==> src/rtl/pc_sequencer_if.sv <==
// pc_sequencer_if: control and status bundle between the control decoder
// and the program-counter sequencer.
//   master : drives start/halt/stall/branch controls and LUT writes,
//            observes prog_counter, done and lut_miss.
//   slave  : the sequencer itself (pc_sequencer).
interface pc_sequencer_if #(
  parameter int D         = 12,
  parameter int IMM_W     = 4,
  parameter int LUT_DEPTH = 16
);
  localparam int LUT_AW = (LUT_DEPTH > 1) ? $clog2(LUT_DEPTH) : 1;

  logic              start;
  logic              halt;
  logic              stall;
  logic              branch_en;
  logic              imm_or_lut;
  logic [IMM_W-1:0]  ctrl;
  logic              lut_wr_en;
  logic [LUT_AW-1:0] lut_wr_addr;
  logic [D-1:0]      lut_wr_data;
  logic              lut_wr_abs;
  logic [D-1:0]      prog_counter;
  logic              done;
  logic              lut_miss;

  modport master (
    output start, halt, stall, branch_en, imm_or_lut, ctrl,
           lut_wr_en, lut_wr_addr, lut_wr_data, lut_wr_abs,
    input  prog_counter, done, lut_miss
  );

  modport slave (
    input  start, halt, stall, branch_en, imm_or_lut, ctrl,
           lut_wr_en, lut_wr_addr, lut_wr_data, lut_wr_abs,
    output prog_counter, done, lut_miss
  );
endinterface

==> src/rtl/pc_sequencer.sv <==
// pc_sequencer: owns the program counter. Branch targets come either from a
// sign-extended immediate (PC-relative) or from a run-time writable LUT whose
// entries are relative offsets or absolute targets. Sequencing is
// IDLE -> RUN -> HALTED with stall and a one-cycle miss pulse for branches
// through unprogrammed LUT entries.
// Ports:
//   Clk   : system clock, all state on the rising edge
//   Reset : synchronous, active-low reset
//   bus   : pc_sequencer_if.slave (controls, LUT write port, PC/status out)
module pc_sequencer #(
  parameter int             D          = 12,
  parameter int             IMM_W      = 4,
  parameter int             LUT_DEPTH  = 16,
  parameter logic [D-1:0]   START_ADDR = '0
) (
  input  logic Clk,
  input  logic Reset,
  pc_sequencer_if.slave bus
);
  localparam int LUT_AW = (LUT_DEPTH > 1) ? $clog2(LUT_DEPTH) : 1;

  typedef enum logic [1:0] {IDLE, RUN, HALTED} state_t;

  state_t       state;
  logic [D-1:0] pc;
  logic         done;
  logic         lut_miss;

  logic [D-1:0] lut_data  [LUT_DEPTH];
  logic         lut_abs   [LUT_DEPTH];
  logic         lut_valid [LUT_DEPTH];

  logic [LUT_AW-1:0] lut_idx;
  logic              lut_hit;
  logic [D-1:0]      lut_target;
  logic [D-1:0]      imm_sext;

  // LUT read is purely from registered contents, so a write to the same
  // index in this cycle is only seen from the next cycle on.
  always_comb begin
    // NOTE: every always_comb output gets a default first so no path leaves
    // it unassigned, which would infer a latch.
    lut_idx    = bus.ctrl[LUT_AW-1:0];
    lut_hit    = 1'b0;
    lut_target = pc + D'(1);
    imm_sext   = {{(D-IMM_W){bus.ctrl[IMM_W-1]}}, bus.ctrl};
    if (int'(bus.ctrl) < LUT_DEPTH && lut_valid[lut_idx]) begin
      lut_hit    = 1'b1;
      lut_target = lut_abs[lut_idx] ? lut_data[lut_idx]
                                    : pc + lut_data[lut_idx];
    end
  end

  // NOTE: LUT data and abs flags are storage only and are not reset; the
  // valid bits alone decide whether an entry may be used.
  always_ff @(posedge Clk) begin
    if (bus.lut_wr_en && int'(bus.lut_wr_addr) < LUT_DEPTH) begin
      lut_data[bus.lut_wr_addr] <= bus.lut_wr_data;
      lut_abs[bus.lut_wr_addr]  <= bus.lut_wr_abs;
    end
  end

  always_ff @(posedge Clk) begin
    if (!Reset) begin
      for (int i = 0; i < LUT_DEPTH; i++) lut_valid[i] <= 1'b0;
    end else if (bus.lut_wr_en && int'(bus.lut_wr_addr) < LUT_DEPTH) begin
      lut_valid[bus.lut_wr_addr] <= 1'b1;
    end
  end

  // NOTE: sequential state uses non-blocking assignments so every register
  // updates from the values sampled at the same clock edge.
  always_ff @(posedge Clk) begin
    if (!Reset) begin
      state    <= IDLE;
      pc       <= START_ADDR;
      done     <= 1'b0;
      lut_miss <= 1'b0;
    end else begin
      lut_miss <= 1'b0;
      unique case (state)
        IDLE: begin
          pc <= START_ADDR;
          if (bus.start) state <= RUN;
        end
        RUN: begin
          // A stall freezes everything, including halt and branch requests.
          if (!bus.stall) begin
            if (bus.halt) begin
              state <= HALTED;
              done  <= 1'b1;
            end else if (bus.branch_en && !bus.imm_or_lut) begin
              pc <= pc + imm_sext;
            end else if (bus.branch_en) begin
              pc       <= lut_target;
              lut_miss <= !lut_hit;
            end else begin
              pc <= pc + D'(1);
            end
          end
        end
        HALTED: begin
          if (bus.start) begin
            state <= RUN;
            pc    <= START_ADDR;
            done  <= 1'b0;
          end
        end
        default: state <= IDLE;
      endcase
    end
  end

  assign bus.prog_counter = pc;
  assign bus.done         = done;
  assign bus.lut_miss     = lut_miss;
endmodule

==> src/flat_wrapper.sv <==
// flat-port wrapper written by rule: the top's interface ports become plain ports
module pc_sequencer_flat 
#(
  parameter int             D          = 12,
  parameter int             IMM_W      = 4,
  parameter int             LUT_DEPTH  = 16,
  parameter logic [D-1:0]   START_ADDR = '0
)
  (Clk, Reset, bus_start, bus_halt, bus_stall, bus_branch_en, bus_imm_or_lut, bus_ctrl, bus_lut_wr_en, bus_lut_wr_addr, bus_lut_wr_data, bus_lut_wr_abs, bus_prog_counter, bus_done, bus_lut_miss);
  pc_sequencer_if #(.D(D), .IMM_W(IMM_W), .LUT_DEPTH(LUT_DEPTH)) bus_i ();
  input  logic Clk;
  input  logic Reset;
  input wire logic [$bits(bus_i.start)-1:0] bus_start;
  input wire logic [$bits(bus_i.halt)-1:0] bus_halt;
  input wire logic [$bits(bus_i.stall)-1:0] bus_stall;
  input wire logic [$bits(bus_i.branch_en)-1:0] bus_branch_en;
  input wire logic [$bits(bus_i.imm_or_lut)-1:0] bus_imm_or_lut;
  input wire logic [$bits(bus_i.ctrl)-1:0] bus_ctrl;
  input wire logic [$bits(bus_i.lut_wr_en)-1:0] bus_lut_wr_en;
  input wire logic [$bits(bus_i.lut_wr_addr)-1:0] bus_lut_wr_addr;
  input wire logic [$bits(bus_i.lut_wr_data)-1:0] bus_lut_wr_data;
  input wire logic [$bits(bus_i.lut_wr_abs)-1:0] bus_lut_wr_abs;
  output wire logic [$bits(bus_i.prog_counter)-1:0] bus_prog_counter;
  output wire logic [$bits(bus_i.done)-1:0] bus_done;
  output wire logic [$bits(bus_i.lut_miss)-1:0] bus_lut_miss;
  assign bus_i.start = bus_start;
  assign bus_i.halt = bus_halt;
  assign bus_i.stall = bus_stall;
  assign bus_i.branch_en = bus_branch_en;
  assign bus_i.imm_or_lut = bus_imm_or_lut;
  assign bus_i.ctrl = bus_ctrl;
  assign bus_i.lut_wr_en = bus_lut_wr_en;
  assign bus_i.lut_wr_addr = bus_lut_wr_addr;
  assign bus_i.lut_wr_data = bus_lut_wr_data;
  assign bus_i.lut_wr_abs = bus_lut_wr_abs;
  assign bus_prog_counter = bus_i.prog_counter;
  assign bus_done = bus_i.done;
  assign bus_lut_miss = bus_i.lut_miss;
  pc_sequencer #(.D(D), .IMM_W(IMM_W), .LUT_DEPTH(LUT_DEPTH), .START_ADDR(START_ADDR)) u_core (.Clk(Clk), .Reset(Reset), .bus(bus_i));
endmodule
==> config.mk <==
export PLATFORM = sky130hd
export DESIGN_NAME = pc_sequencer_flat
export DESIGN_NICKNAME = d
export VERILOG_FILES = /design/src/rtl/pc_sequencer_if.sv /design/src/rtl/pc_sequencer.sv /design/src/flat_wrapper.sv
export SDC_FILE = /design/constraint.sdc
export NUM_CORES = 1
export LEC_CHECK = 0
export ABC_AREA = 1
export BUFFER_PORTS_ARGS = -buffer_cell sky130_fd_sc_hd__buf_2
export CAP_MARGIN = 20
export CORE_UTILIZATION = 62
export DETAILED_ROUTE_END_ITERATION = 12
export PLACE_DENSITY = 0.8
export SYNTH_ARGS = -nofsm -noshare
export SYNTH_HDL_FRONTEND = slang
export SYNTH_SLANG_ARGS = --single-unit
==> constraint.sdc <==
create_clock -name Clk -period 3 [get_ports Clk]
set_input_delay 0.3 -clock Clk [delete_from_list [all_inputs] [get_ports Clk]]
set_output_delay 0.3 -clock Clk [all_outputs]
set_load 0.01 [all_outputs]
==> results by group <==
Routing
  • Vias per inst: around 6
  • First-iteration detailed-routing DRC count: 917
  • DRT Pass-1 Iters: 6
  • Final wirelength: 27.9 mm
  • Antenna violation net count after detailed routing: 0
  • Post-route DRC: 0
  • WL/cell: 19.6 um
  • Vias: 8552

Power and ir drop
  • Switching share of power: a little under a quarter
  • Power Dens Cells: ~580 nW/um2
  • Clock power share: 39.5%
  • IR drop worst, VDD: around 0.00055 V
  • Sw Pwr: 0.00172 W
  • Pint: roughly 0.0056 W
  • Combinational fraction of design power: 9.7%
  • Flop pwr share: 50.7%
  • Static Leak: 4.81 nW

Final layout
  • Area grow syn2layout: 11.8%
  • Fill cell total of the finished layout: ~1200
  • Final Net Count: 1230
  • # diodes: 0
  • Post-layout instance area: 12600 um2
  • Final non-filler cell total: approximately 1400
  • Layout cells sized above 1: 11.7%

Timing
  • Worst Clk Skew: between 15 and 20 ps
  • Final setup TNS: 0 ps
  • Max Slew Vio Count: 0
  • Period minus WS final: 2620 ps
  • RSZ-0062 raised after global routing: false
  • Final setup viols: 0
  • Final period utilization: 87.4%
  • Least-Margin Pin Slew: 1010 ps
  • Fmax: around 0.38 GHz
  • Worst slew margin: 32.5%
  • Final hold viol count: 0

Synthesis
  • Area fraction of the dominant cell type after synthesis: 55.3%
  • Top_reg_cell synth: edfxtp_1
  • Sequential fraction of the synthesis area: 61.0%
  • XOR/XNOR Fraction of Synth Area: 1.32%
  • Post-Syn Area: roughly 11000 um2
  • Mux cell area share after synthesis: 0%
  • Post-synth EDFFs: 208
  • Netlist cell types: 37
  • Synthesized-area fraction occupied by adder cells: a little under 3%
  • Dominant cells by area after synthesis: edfxtp_1, nor2_1, dfxtp_1, nand2_1, nand3_1
  • Most frequent cell after synthesis: nor2_1
  • Number of synthesized register bits: 240
  • Mapped Nets: 1170
  • Largest family of logic cells by synthesized area: simple AND/OR/NAND/NOR gates
  • Synth top cells by count: nor2_1, edfxtp_1, nand2_1
  • Avg Cell Area, Syn: slightly above 10 um2
  • Count of warnings emitted by yosys: 0
  • Syn Inst Count: roughly 1100
  • Synth Area in Simple Gates: 18.1%
  • Synth Area in Compound Gates: 11.2%
  • Leading area contributor after synthesis: edfxtp_1
  • Async S/R FF share, synth: 0%

Setup path
  • WP data required: 3430 ps
  • Worst Setup SP: u_core.lut_data[1][7]
  • Crit. End Element: flip-flop
  • CP Launch Type: flip-flop
  • Setup Crit Path Kind: flip-flop to flip-flop
  • WP data arrival: about 3100 ps
  • Crit-path max FO: 4
  • Worst reg2reg startpoint: u_core.lut_data[1][7]

GRT
  • GRT Overall Usage: 31.0%
  • Gr ovfl total: 0
  • First-pass GRT wire length: 43.2 mm
  • Initial antenna violation count: 0
  • Number of global-route vias before repair: 8021
  • Largest net degree at the start of global routing: 68

Die
  • Initial core utilization: 64.4%
  • Core footprint: 17500 um2
  • Die Area: 18800 um2
  • Die span in x: 137 um
  • Die Ht: roughly 140 um
  • # IOs: 43
  • Core Rows: 48

Placement
  • IO Port Bufs: 42
  • Cell count after placement: 1375
  • Area after DPL: 11900 um2
  • Dpl hpwl: 17.6 mm
  • GP Congestion: roughly 0.96

Clock tree
  • Post-CTS sizing: 0
  • H-tree levels: 1
  • Clock transition at path regs: about 70 ps
  • Root Buffer: clkbuf_16
  • Post-CTS Setup Bufs: 0
  • CTS max path bufs: 3
  • CTS tree: yes
  • TritonCTS Buffers: 24
  • CTS sink cnt: 240
  • Worst skew pair latency: 520 ps
  • Hold-fix buffers, CTS: 0

Job
  • Max Cap Violations: 0

Hold path
  • Worst hold start: Reset
  • Worst min path class: input pin to flip-flop

Status
  • Status: complete, no violations
## routing by layer
layer	global-route usage (%)	wire [um]	up-vias
met5	0	0	-
met1	43.5	11300	4014
met2	49.9	13300	450
li1	-	-	4018
met4	9.71	673	0
met3	4.85	2560	70
## power by group through the flow
stage / Clock, W / Sequential, W / Combinational (W)
2_1_floorplan: 0 / 0.00379 / 0.000474
3_3_place_gp: 0 / 0.00379 / 0.000683
3_5_place_dp: 0 / 0.00380 / 0.000702
4_1_cts: 0.00293 / 0.00373 / 0.000706
5_1_grt: 0.00306 / 0.00373 / 0.000792
6_report: 0.00291 / 0.00373 / 0.000713
## worst max-delay path, stage by stage, from the launching register on
cell,delay [ps]
edfxtp_1,360
nor2_1,110
nor2_1,50
o21ai_0,100
o211ai_1,160
nand3_1,180
nand2_1,80
ha_1,310
buf_4,140
nand2_1,50
nor2_1,130
nand3_1,110
nand3_1,120
nor2_1,60
o21ai_2,120
nand3_1,130
nand2_1,110
nand3_1,70
a21oi_1,120
## cells in the final DEF (no fill, tap or decap), drive strengths merged, types with 8 or more instances in the layout
cell / n
clkinv: 8
a21oi: 42
inv: 67
clkbuf: 32
nor2: 219
dfxtp: 32
ha: 23
o21a: 9
buf: 87
edfxtp: 208
nand3: 103
nand2: 166
o211ai: 44
xor2: 13
o21ai: 111
## cells by family after synthesis
| logic type | count (synthesis) |
|---|---|
| adders and majority gates | 25 |
| DFF | 240 |
| xor gates and xnor gates | 17 |
| and+or+nand+nor | 497 |
| AOI/OAI and AO/OA | 217 |
| buffers and inverters | 120 |
## registers in the layout, summed over array words and instances (netlist names)
name / cells
u_core.bus.lut_miss: 1
u_core.lut_data: 192
u_core.lut_valid: 16
u_core.bus.done: 1
u_core.lut_abs: 16
u_core.bus.prog_counter: 12
u_core.state: 2
## final timing paths
check                                end  cells past startpoint  slack [ps]
max reg2reg  u_core.bus.prog_counter[10]                     18         380
min reg2reg          u_core.lut_valid[4]                      2         480
min                  u_core.lut_valid[0]                      2          30
max          u_core.bus.prog_counter[10]                     18         380
## area by class of cell
class	count	area [um2]	share of cell area (%)
multi-input combinational	756	3780	30.0
tap	225	282	2.23
sequential	240	6890	54.5
inverter	67	251	1.99
timing repair buffer	87	651	5.15
clock buffer	32	651	5.15
clock inverter	12	121	0.961
## stage by stage
step / hold slack (ps) / util, % / setup slack [ps] / total power, W
final: 28.4 / 72.0 / 379 / 0.00735
after global routing: 38.0 / 72.0 / 90.7 / 0.00758
after CTS: 19.5 / 72.0 / 382 / 0.00736
after detailed placement: 459 / 67.6 / -1.82 / 0.00450
after global placement: 449 / 67.6 / 86.7 / 0.00448
after floorplan: 399 / - / 438 / 0.00427
Note: power is estimated with default switching activity, not from simulation.
